`src/rtl/mem_arbiter.sv`:
```
// Memory arbiter: shares one single-outstanding memory port between an
// instruction fetch port and a load/store port. The LSU has priority, and a
// streak limit keeps fetch from starving. The LSU side aligns store data and
// byte enables, and extracts and extends load data.
module mem_arbiter #(
   parameter int unsigned MAX_STREAK = 4
) (
   input  logic        clk,
   input  logic        rst_n,
   // fetch port
   input  logic        if_req,
   input  logic [31:0] if_addr,
   output logic        if_gnt,
   output logic        if_rvalid,
   output logic [31:0] if_rdata,
   // load/store port
   input  logic        ls_req,
   input  logic        ls_we,
   input  logic [31:0] ls_addr,
   input  logic [3:0]  ls_bsel,
   input  logic        ls_signed,
   input  logic [31:0] ls_wdata,
   output logic        ls_gnt,
   output logic        ls_rvalid,
   output logic [31:0] ls_rdata,
   output logic        ls_err,
   // memory port
   output logic        mem_req,
   output logic        mem_we,
   output logic [31:0] mem_addr,
   output logic [3:0]  mem_be,
   output logic [31:0] mem_wdata,
   input  logic        mem_ready,
   input  logic [31:0] mem_rdata
);

   localparam int unsigned STREAK_W = 4;
   localparam logic [STREAK_W-1:0] STREAK_MAX = STREAK_W'(MAX_STREAK);

   typedef enum logic [1:0] {
      IDLE    = 2'd0,
      BUSY_IF = 2'd1,
      BUSY_LS = 2'd2
   } state_e;

   state_e              state_q;
   logic [STREAK_W-1:0] streak_q;

   // registered outputs
   logic        if_rvalid_q;
   logic [31:0] if_rdata_q;
   logic        ls_rvalid_q;
   logic [31:0] ls_rdata_q;
   logic        ls_err_q;
   logic        mem_req_q;
   logic        mem_we_q;
   logic [31:0] mem_addr_q;
   logic [3:0]  mem_be_q;
   logic [31:0] mem_wdata_q;

   // load context kept for the in-flight LSU transaction
   logic [1:0]  ld_off_q;
   logic [3:0]  ld_bsel_q;
   logic        ld_signed_q;
   logic        ld_we_q;

   logic        idle_c;
   logic        fetch_wins_c;
   logic        ls_misaligned_c;
   logic [31:0] ld_shift_c;
   logic [31:0] ld_data_c;
   logic        if_addr_unused;

   // Fetch addresses are word addresses; the low bits are dropped.
   assign if_addr_unused = &if_addr[1:0];

   // Grants are only possible in IDLE and never while reset is asserted.
   assign idle_c       = rst_n && (state_q == IDLE);
   assign fetch_wins_c = if_req && (streak_q == STREAK_MAX);
   assign ls_gnt       = idle_c && ls_req && !fetch_wins_c;
   assign if_gnt       = idle_c && if_req && (!ls_req || fetch_wins_c);

   // Halfwords need even addresses and words need word-aligned addresses.
   assign ls_misaligned_c = ((ls_bsel == 4'b0011) && ls_addr[0]) ||
                            ((ls_bsel == 4'b1111) && (ls_addr[1:0] != 2'b00));

   // Align the returned word and then mask and extend it to the access size.
   always_comb begin
      ld_shift_c = mem_rdata >> {ld_off_q, 3'b000};
      ld_data_c  = ld_shift_c;
      case (ld_bsel_q)
         4'b0001: ld_data_c = {{24{ld_signed_q & ld_shift_c[7]}}, ld_shift_c[7:0]};
         4'b0011: ld_data_c = {{16{ld_signed_q & ld_shift_c[15]}}, ld_shift_c[15:0]};
         default: ld_data_c = ld_shift_c;
      endcase
   end

   // Arbitration FSM, streak counter and all registered outputs.
   always_ff @(posedge clk or negedge rst_n) begin
      if (!rst_n) begin
         state_q     <= IDLE;
         streak_q    <= '0;
         if_rvalid_q <= 1'b0;
         if_rdata_q  <= '0;
         ls_rvalid_q <= 1'b0;
         ls_rdata_q  <= '0;
         ls_err_q    <= 1'b0;
         mem_req_q   <= 1'b0;
         mem_we_q    <= 1'b0;
         mem_addr_q  <= '0;
         mem_be_q    <= '0;
         mem_wdata_q <= '0;
         ld_off_q    <= '0;
         ld_bsel_q   <= '0;
         ld_signed_q <= 1'b0;
         ld_we_q     <= 1'b0;
      end else begin
         if_rvalid_q <= 1'b0;
         ls_rvalid_q <= 1'b0;
         ls_err_q    <= 1'b0;

         if (if_gnt) begin
            streak_q <= '0;
         end else if (ls_gnt) begin
            if (!if_req) begin
               streak_q <= '0;
            end else if (streak_q != STREAK_MAX) begin
               streak_q <= streak_q + STREAK_W'(1);
            end
         end

         case (state_q)
            IDLE: begin
               if (if_gnt) begin
                  state_q     <= BUSY_IF;
                  mem_req_q   <= 1'b1;
                  mem_we_q    <= 1'b0;
                  mem_addr_q  <= {if_addr[31:2], 2'b00};
                  mem_be_q    <= 4'b1111;
                  mem_wdata_q <= '0;
               end else if (ls_gnt) begin
                  if (ls_misaligned_c) begin
                     // Rejected without touching memory; complete next cycle.
                     ls_rvalid_q <= 1'b1;
                     ls_err_q    <= 1'b1;
                     ls_rdata_q  <= '0;
                  end else begin
                     state_q     <= BUSY_LS;
                     mem_req_q   <= 1'b1;
                     mem_we_q    <= ls_we;
                     mem_addr_q  <= {ls_addr[31:2], 2'b00};
                     mem_be_q    <= 4'(ls_bsel << ls_addr[1:0]);
                     mem_wdata_q <= 32'(ls_wdata << {ls_addr[1:0], 3'b000});
                     ld_off_q    <= ls_addr[1:0];
                     ld_bsel_q   <= ls_bsel;
                     ld_signed_q <= ls_signed;
                     ld_we_q     <= ls_we;
                  end
               end
            end
            BUSY_IF: begin
               if (mem_ready) begin
                  state_q     <= IDLE;
                  mem_req_q   <= 1'b0;
                  if_rvalid_q <= 1'b1;
                  if_rdata_q  <= mem_rdata;
               end
            end
            BUSY_LS: begin
               if (mem_ready) begin
                  state_q     <= IDLE;
                  mem_req_q   <= 1'b0;
                  ls_rvalid_q <= 1'b1;
                  ls_rdata_q  <= ld_we_q ? 32'd0 : ld_data_c;
               end
            end
            default: begin
               state_q   <= IDLE;
               mem_req_q <= 1'b0;
            end
         endcase
      end
   end

   assign if_rvalid = if_rvalid_q;
   assign if_rdata  = if_rdata_q;
   assign ls_rvalid = ls_rvalid_q;
   assign ls_rdata  = ls_rdata_q;
   assign ls_err    = ls_err_q;
   assign mem_req   = mem_req_q;
   assign mem_we    = mem_we_q;
   assign mem_addr  = mem_addr_q;
   assign mem_be    = mem_be_q;
   assign mem_wdata = mem_wdata_q;

endmodule

```
`config.mk`:
```
export PLATFORM = sky130hd
export DESIGN_NAME = mem_arbiter
export DESIGN_NICKNAME = d
export VERILOG_FILES = /design/src/rtl/mem_arbiter.sv
export SDC_FILE = /design/constraint.sdc
export NUM_CORES = 1
export LEC_CHECK = 0
export CAP_MARGIN = 0
export CORE_ASPECT_RATIO = 0.7
export CORE_MARGIN = 2
export CORE_UTILIZATION = 44
export DETAILED_ROUTE_END_ITERATION = 6
export MAX_ROUTING_LAYER = met4
export PLACE_DENSITY = 0.83
export SLEW_MARGIN = 20
export SYNTH_ARGS = -nofsm -noshare
export SYNTH_HDL_FRONTEND = slang
export SYNTH_SLANG_ARGS = --single-unit
```
`constraint.sdc`:
```
create_clock -name clk -period 2.9 [get_ports clk]
set_input_delay 0.58 -clock clk [delete_from_list [all_inputs] [get_ports clk]]
set_output_delay 0.58 -clock clk [all_outputs]
set_load 0.01 [all_outputs]
```
==> impl_metrics.ini, run 1 <==
[status]
status = complete, no violations

[min_path]
hold_path_class = flop to flop

[drt]
drc = 0
vias = 6024
routed_via_density = 5.207
drt_iter0_markers = 446
wl_per_cell_um = 18.46
routed_wl_um = 21360
ant_nets = 0
drt_pass1_iterations = 7

[global_routing]
grt.busiest_layer = met2
grt_pass1_vias = 6256
grt_max_degree = 149
antenna_found_initial = 0
overflow = 0
gr-usage-met1_pct = 36.55
use_met3_pct = 4.691
grt_util_met2_pct = 39.18
track_usage_pct = 26.19
grt_first_pass_wirelength_um = 34380

[yosys]
ys_top_cells_by_count = 149 x dfrtp_1, 82 x nand2_1, 78 x mux2_2, 62 x mux2i_1, 47 x o21ai_0
ys_async_sr_fraction_pct = 100.0
synth.most_common_cell = dfrtp_1
yosys_most_used_dff = dfrtp_1
netlist.area_leader.share_pct = 51.71
synth_area_um2 = 7211
synth-edff-count = 0
synth_cell_types = 48
yosys_register_bits = 149
synthCells = 643
synth.area.top_cells = dfrtp_1 52%, mux2_2 12%, mux2i_1 8.6%, nand2_1 4.3%, o21ai_0 3.3%
avgSynthCellArea_um2 = 11.21
yosysTopAreaCell = dfrtp_1
ys_seq_area_share_pct = 51.71
yosysWarnings = 0

[worst_setup_path]
worstPathCellList = dlygate4sd3_1 > buf_6 > nand4_1 > inv_1 > clkdlybuf4s50_1
critical_path_class = primary input to output pin
critPathArrivalTime_ns = 2.21
cp_top_family = buffers and inverters
crit_fanout = 6
slowest_stage = dlygate4sd3_1
worst_setup_path_start_kind = primary input
path_buf_inv = 4
slowest_delay_ns = 0.58
end_kind = output pin
cp.required_ns = 2.32

[final_layout]
fill_cells = 1218
syn2layout_area_growth_pct = 50.20
final_cells = 1157
drive_gt1_share_pct = 15.67
diodes = 0
nets = 1063

[clocking]
cts-htree-levels = 4
cts_root_buf = clkbuf_16
cts.clk_slew.worst_paths_ns = 0.06
numCtsBuffers = 17
cts_buffer_depth = 2
cts_sinks = 149
cts_tree = built
post_cts_buffers = 0
clock_latency_ns = 0.42

[sta]
skew_ns = 0.008250
timing.fmax_mhz = 358.6
rsz0062_at_grt = no
setup_tns_ns = 0
fin_crit_ns = 2.789
fin_crit_sh_pct = 96.17
hold_violations = 0
slew_headroom_pct = 47.44
timing.final.max_slew_violations = 0
worst_pin_slew_ns = 0.7883
setup-violations-final = 0

[place]
dp_hpwl_um = 15660
io_buffer_count = 273
place.gp.congestion = 0.8810
dp.cells = 1124

[die]
initial_core_util_pct = 44.64
die_h_um = 111.1
core_um2 = 16150
ios = 278
placementRows = 39
dieArea_um2 = 17440
die_x_um = 157.0

[power_and_ir_drop]
p_total_mw = 10.19
peakVddDrop_uv = 340.8
total_leakage_power_nw = 4.819
powerDensity_nw_per_um2 = 941.1

[flow_run]
drv_cap = 0
==> cells in the final DEF, fill, tap and decap left out, types with 21 or more instances in the layout <==
master,n
nor2_1,27
mux2_2,78
o21ai_0,47
buf_4,23
mux2i_1,62
dfrtp_1,149
nand2_1,82
clkdlybuf4s50_1,272
a21oi_1,21
==> through the flow <==
step	hold slack [ns]	area [um^2]	util, %	worst slack (ns)
2_1_floorplan	0.2844	7214	-	0.7529
3_3_place_gp	0.3724	10250	63.49	0.2350
3_5_place_dp	0.3744	10250	63.49	0.1630
4_1_cts	0.4768	10830	67.04	0.09400
5_1_grt	0.5002	10830	67.05	0.02358
6_report	0.4703	10830	67.05	0.1112
==> what timing repair did <==
item	in CTS	in global routing
endpoints found under the setup margin	0	1
hold buffers	1	0
endpoints found under the hold margin	2	0
gates resized for setup	0	1
==> flip-flops by register name, summed over array words and instances, names as in the netlist <==
register     flops
state_q          2
mem_wdata       32
ls_err           1
if_rvalid        1
mem_req          1
if_rdata        32
ld_signed_q      1
streak_q         4
mem_addr        30
ls_rdata        32
mem_we           1
ld_bsel_q        4
mem_be           4
ld_we_q          1
ld_off_q         2
ls_rvalid        1
==> cell type report <==
| cell class | instances | area (um^2) | share of cell area, % |
|---|---|---|---|
| sequential | 149 | 3729 | 34.43 |
| multi-input combinational | 431 | 3189 | 29.45 |
| inverter | 19 | 71.32 | 0.6585 |
| timing repair buffer | 301 | 2997 | 27.67 |
| tap | 225 | 281.5 | 2.599 |
| clock inverter | 11 | 102.6 | 0.9473 |
| clock buffer | 21 | 460.4 | 4.251 |
==> routing by layer <==
metal  vias to the layer above  routed length, um
met5                         -                  0
met4                         0                399
met3                        30               1241
met2                       210               9970
met1                      2932               9753
li1                       2852                  -
==> final timing paths <==
check	from	endpoint	slack, ns	cells past startpoint
max	rst_n	ls_gnt	0.11	5
min	ld_we_q	ld_we_q	0.47	2
max reg2reg	streak_q[0]	ls_rdata[9]	0.65	8
min reg2reg	ld_we_q	ld_we_q	0.47	2
max in group asynchronous	rst_n	if_rdata[15]	1.38	3
min in group asynchronous	rst_n	streak_q[1]	0.57	2
==> tightest hold or removal path, cell delays in order (launching register included) <==
cell     delay [ns]
dfrtp_1        0.33
nand2_1        0.05
nand2_1        0.06
==> cells by family (layout without fill, tap and decap cells) <==
logic type	after synthesis	count (layout)	share of synthesized area, %
buffers and inverters	64	352	4.251
AO/OA/AOI/OAI	136	136	12.82
adder cells (fa/ha/maj)	5	5	0.8676
multiplexers	143	143	21.26
other	1	2	0.05201
AND/OR/NAND/NOR	144	144	8.919
flip-flops	149	149	51.71
XOR/XNOR	1	1	0.1215
==> power by group <==
part           switching (mW)  internal (mW)
Combinational            2.07           2.55
Clock                   0.866           1.23
Sequential              0.520           2.96
Total                    3.45           6.74
(Power assumes the default switching activity.)
==> inputs of run 2 (changes only) <==
--- a/config.mk
+++ b/config.mk
@@ -11,7 +11,7 @@
 export CORE_UTILIZATION = 44
 export DETAILED_ROUTE_END_ITERATION = 6
 export MAX_ROUTING_LAYER = met4
-export PLACE_DENSITY = 0.83
+export PLACE_DENSITY = 0.8
 export SLEW_MARGIN = 20
 export SYNTH_ARGS = -nofsm -noshare
 export SYNTH_HDL_FRONTEND = slang
==> impl_metrics.ini, run 2 (synthesized netlist as in run 1, its figures left out) <==
[status]
status = complete, no violations

[worst_setup_path]
worst_setup_path_start_kind = flop
critPathArrivalTime_ns = 2.22
crit_cells = 6
r2r-end = mem_wdata[4]
critical_path_class = flop to output pin
reg2reg_slack_ns = 0.55
path_buf_inv = 3
slowest_stage = clkdlybuf4s50_1
worstPathCellList = inv_1 > ha_1 > nand4b_1 > nand4_1 > inv_1 > clkdlybuf4s50_1
slowest_delay_ns = 0.57
end_kind = output pin
crit_fanout = 4
r2r_start = streak_q[0]
cp_top_family = buffers and inverters
cp.required_ns = 2.32
path_common_cell = inv_1
rr_worst_depth = 7

[clocking]
post_cts_buffers = 0
cts_buffer_depth = 2
cts.clk_slew.worst_paths_ns = 0.07
cts-htree-levels = 4
cts_root_buf = clkbuf_16
cts_tree = built
cts_sinks = 149
clock_latency_ns = 0.43
numCtsBuffers = 17

[min_path]
hold_path_class = primary input to async pin

[sta]
worst_pin_slew_ns = 0.9773
hold_slack_ns = 0.02186
fin_crit_sh_pct = 96.48
setup_tns_ns = 0
setup-violations-final = 0
rsz0062_at_grt = no
fin_crit_ns = 2.798
skew_ns = 0.01164
timing.final.max_slew_violations = 0
slew_headroom_pct = 34.34
timing.fmax_mhz = 357.4
hold_violations = 0
fin_ws_ns = 0.1022

[power_and_ir_drop]
peakVddDrop_uv = 426.2
total_leakage_power_nw = 4.813
p_total_mw = 10.28
powerDensity_nw_per_um2 = 951.3

[die]
die_h_um = 111.1
dieArea_um2 = 17440
placementRows = 39
ios = 278
core_um2 = 16150
die_x_um = 157.0
initial_core_util_pct = 44.64

[final_layout]
drive_gt1_share_pct = 15.52
nets = 1059
final_cell_mix = 271 x clkdlybuf4s50_1, 149 x dfrtp_1, 82 x nand2_1, 78 x mux2_2, 62 x mux2i_1
final_common_cell = clkdlybuf4s50_1
diodes = 0
syn2layout_area_growth_pct = 49.85
finalInstanceArea_um2 = 10810

[drt]
drc = 0
routed_via_density = 5.144
ant_nets = 0
vias = 5931
routed_wl_um = 21160
drt_iter0_markers = 340
wl_per_cell_um = 18.35
drt_pass1_iterations = 5

[global_routing]
track_usage_pct = 25.66
antenna_found_initial = 0
overflow = 0
grt_pass1_vias = 5938
grt_first_pass_wirelength_um = 33260
grt_max_degree = 64

[place]
place_ws_ns = 0.1151
dpl_cell_area_um2 = 10210
io_buffer_count = 273
dp_hpwl_um = 15540
place.gp.congestion = 0.8764

[flow_run]
drv_cap = 0
[run 2: changes by cell type in the layout (fill, tap and decap cells not counted), sizes merged]
cell	change
inv	+2
bufinv	+1
buf	-3
dlygate4sd3	-1
dlymetal6s2s	+1
clkinv	-2
clkdlybuf4s50	-1
clkinvlp	+1
clkbuf	-2
[run 2: repair_timing]
item,4_1_cts,5_1_grt
hold buffers,0,0
setup endpoints to repair,0,2
resized for setup,0,2
endpoints found under the hold margin,0,0
[run 2: power by group]
part / switching (mW) / total, mW / internal (mW)
clock: 0.923 / 2.23 / 1.30
sequential: 0.514 / 3.47 / 2.96
combinational: 2.05 / 4.58 / 2.53
total: 3.49 / 10.3 / 6.79
[run 2: area by class of cell]
| cell class | count | area (um^2) |
|---|---|---|
| clock inverter | 13 | 150.1 |
| inverter | 19 | 71.32 |
| sequential | 149 | 3729 |
| multi-input combinational | 431 | 3189 |
| timing repair buffer | 297 | 2942 |
| clock buffer | 19 | 442.9 |
| fill | 1269 | 5346 |
| tap | 225 | 281.5 |
[run 2: worst max path at each step]
stage,endpoint,start,slack [ns]
floorplan,if_gnt,streak_q[0],0.75
global placement,if_gnt,if_req,0.19
detailed placement,if_gnt,if_req,0.12
CTS,if_gnt,streak_q[0],0.07
global route,ls_gnt,streak_q[0],0.004
finish,ls_gnt,streak_q[0],0.10
[run 2: per-layer routing]
| layer | vias to the layer above | share of wire, % | global-route usage (%) |
|---|---|---|---|
| li1 | 2843 | - | - |
| met1 | 2843 | 47 | 36.18 |
| met2 | 216 | 45 | 37.13 |
| met3 | 29 | 6.3 | 5.395 |
| met4 | 0 | 1.9 | 8.135 |
| met5 | - | 0 | - |
[run 2: per-stage QoR]
stage / utilization (%) / std cells
after floorplan: - / 644
after detailed placement: 63.20 / 1121
after CTS: 66.87 / 1153
after global routing: 66.90 / 1153
final: 66.90 / 1153
after global placement: 63.20 / 1121
==> inputs of run 3 (changes only) <==
--- a/config.mk
+++ b/config.mk
@@ -8,10 +8,11 @@
 export CAP_MARGIN = 0
 export CORE_ASPECT_RATIO = 0.7
 export CORE_MARGIN = 2
-export CORE_UTILIZATION = 44
+export CORE_UTILIZATION = 40
+export CTS_CLUSTER_DIAMETER = 40
 export DETAILED_ROUTE_END_ITERATION = 6
 export MAX_ROUTING_LAYER = met4
-export PLACE_DENSITY = 0.8
+export PLACE_DENSITY = 0.77
 export SLEW_MARGIN = 20
 export SYNTH_ARGS = -nofsm -noshare
 export SYNTH_HDL_FRONTEND = slang
==> constraint.sdc (replaced) <==
create_clock -name clk -period 2.4 [get_ports clk]
set_input_delay 0.48 -clock clk [delete_from_list [all_inputs] [get_ports clk]]
set_output_delay 0.48 -clock clk [all_outputs]
set_load 0.01 [all_outputs]
==> impl_metrics.ini, run 3 (synthesized netlist as in run 1, its figures left out) <==
[status]
status = complete, no violations

[place]
dp.cells = 1147
place.gp.congestion = 0.8568
dpl_cell_area_um2 = 10380
io_buffer_count = 273
dp_hpwl_um = 15540

[power_and_ir_drop]
power.switching_mw = 4.224
powerDensity_nw_per_um2 = 1141
peakVddDrop_uv = 484.1
switching_share_pct = 33.66
clkPwrFrac_pct = 21.7
intPower_mw = 8.324
total_leakage_power_nw = 4.898
p_comb_share_pct = 44.8
seqPwrFrac_pct = 33.4

[drt]
drc = 0
routed_via_density = 5.109
ant_nets = 0
routed_wl_um = 21050
drt_pass1_iterations = 5
drt_iter0_markers = 330
vias = 6034
wl_per_cell_um = 17.83

[clocking]
numCtsBuffers = 17
cts_buffer_depth = 2
cts.clk_slew.worst_paths_ns = 0.06
cts-htree-levels = 4
cts_sinks = 149
clock_latency_ns = 0.43
cts_tree = built
cts_root_buf = clkbuf_16

[global_routing]
track_usage_pct = 23.12
antenna_found_initial = 0
overflow = 0
grt_first_pass_wirelength_um = 32640
grt_max_degree = 149
grt_pass1_vias = 6042

[worst_setup_path]
r2r-end = ls_rdata[1]
slowest_stage = dfrtp_1
worst_setup_path_start_kind = flop
end_kind = output pin
path_buf_inv = 4
critPathArrivalTime_ns = 1.73
r2r_start = streak_q[0]
crit_fanout = 3
cp_top_family = buffers and inverters
path_common_cell = inv_1
worstPathCellList = inv_1 > ha_1 > nand4b_1 > buf_4 > nand4_1 > inv_1 > clkbuf_2
slowest_delay_ns = 0.39
critical_path_class = flop to output pin
reg2reg_slack_ns = 0.22
rr_worst_depth = 9
cp.required_ns = 1.92

[sta]
setup-violations-final = 0
setup_tns_ns = 0
timing.fmax_mhz = 452.8
slew_headroom_pct = 42.97
timing.final.max_slew_violations = 0
hold_violations = 0
worst_pin_slew_ns = 0.8555
fin_crit_sh_pct = 92.02
fin_crit_ns = 2.209
rsz0062_at_grt = no
skew_ns = 0.01358

[die]
die_h_um = 116.3
placementRows = 41
die_x_um = 164.5
dieArea_um2 = 19130
core_um2 = 17850
initial_core_util_pct = 40.39
ios = 278

[final_layout]
final_core_util_pct = 61.60
final_cell_mix = 270 x clkdlybuf4s50_1, 149 x dfrtp_1, 82 x nand2_1, 78 x mux2_2, 62 x mux2i_1
diodes = 0
drive_gt1_share_pct = 17.14
final_common_cell = clkdlybuf4s50_1
syn2layout_area_growth_pct = 52.51
finalInstanceArea_um2 = 11000
final_cells = 1181
nets = 1076

[min_path]
hold_path_class = primary input to async pin

[flow_run]
drv_cap = 0
==> run 3: cell count changes in the layout (fill, tap and decap cells not counted), sizes merged <==
cell / change
inv: +1
clkdlybuf4s50: -1
dlygate4sd3: +1
clkinvlp: +1
dlymetal6s2s: -1
clkbuf: +3
clkinv: -3
buf: +16
==> run 3: what timing repair did <==
| item | in CTS | in global routing |
|---|---|---|
| hold buffers | 1 | 0 |
| buffers inserted | 0 | 1 |
| hold endpoints to repair | 1 | 0 |
| pin swaps | 0 | 0 |
| resized for setup | 2 | 5 |
| endpoints found under the setup margin | 2 | 10 |
==> run 3: per-layer routing <==
metal  share of wire [%]  vias to the layer above  GRT usage (%)
met5                   0                        -              -
met4                 2.2                        0          8.638
met3                 7.1                       33          5.788
met2                  44                      228          32.13
met1                  47                     2904          32.58
li1                    -                     2869              -
==> run 3: worst max-delay path by stage <==
stage / start / slack, ns / to / cells after the start
final: streak_q[0] / 0.19 / ls_gnt / 7
after global routing: streak_q[0] / 0.06 / ls_gnt / 7
after CTS: streak_q[0] / 0.003 / ls_gnt / 7
after detailed placement: if_req / -0.09 / mem_wdata[6] / 7
after global placement: if_req / -0.06 / ls_gnt / 6
after floorplan: state_q[0] / 0.33 / ls_rdata[22] / 8
==> run 3: cell type report <==
cell class	instances	area, um^2
Clock buffer	20	456.7
Clock inverter	12	143.9
Tap cell	236	295.3
Fill cell	1477	6855
Inverter	19	71.32
Timing Repair Buffer	314	3109
Sequential cell	149	3729
Multi-Input combinational cell	431	3192
==> run 3: worst reg2reg max path, cell delays in order (launching register included) <==
cell      delay (ns)
dfrtp_1         0.39
inv_1           0.07
ha_1            0.19
nand4b_1        0.11
buf_4           0.12
nand4_1         0.15
or2_4           0.31
a21oi_4         0.14
buf_12          0.21
mux2_2          0.36
==> run 3: power groups by stage <==
stage | clock, mW | combinational, mW | sequential [mW]
after floorplan | 0 | 2.17 | 4.59
after global placement | 0 | 5.54 | 4.20
after detailed placement | 0 | 5.63 | 4.23
after CTS | 2.76 | 5.65 | 4.20
after global routing | 2.88 | 6.09 | 4.34
final | 2.73 | 5.63 | 4.20
==> run 3: metrics by stage <==
stage / hold WS (ns) / setup slack (ns) / power [mW]
global route: 0.4518 / 0.05805 / 13.30
finish: 0.4589 / 0.1914 / 12.55
detailed placement: 0.2724 / -0.08997 / 9.853
floorplan: 0.1844 / 0.3289 / 6.765
global placement: 0.2735 / -0.05557 / 9.742
CTS: 0.4570 / 0.002685 / 12.62
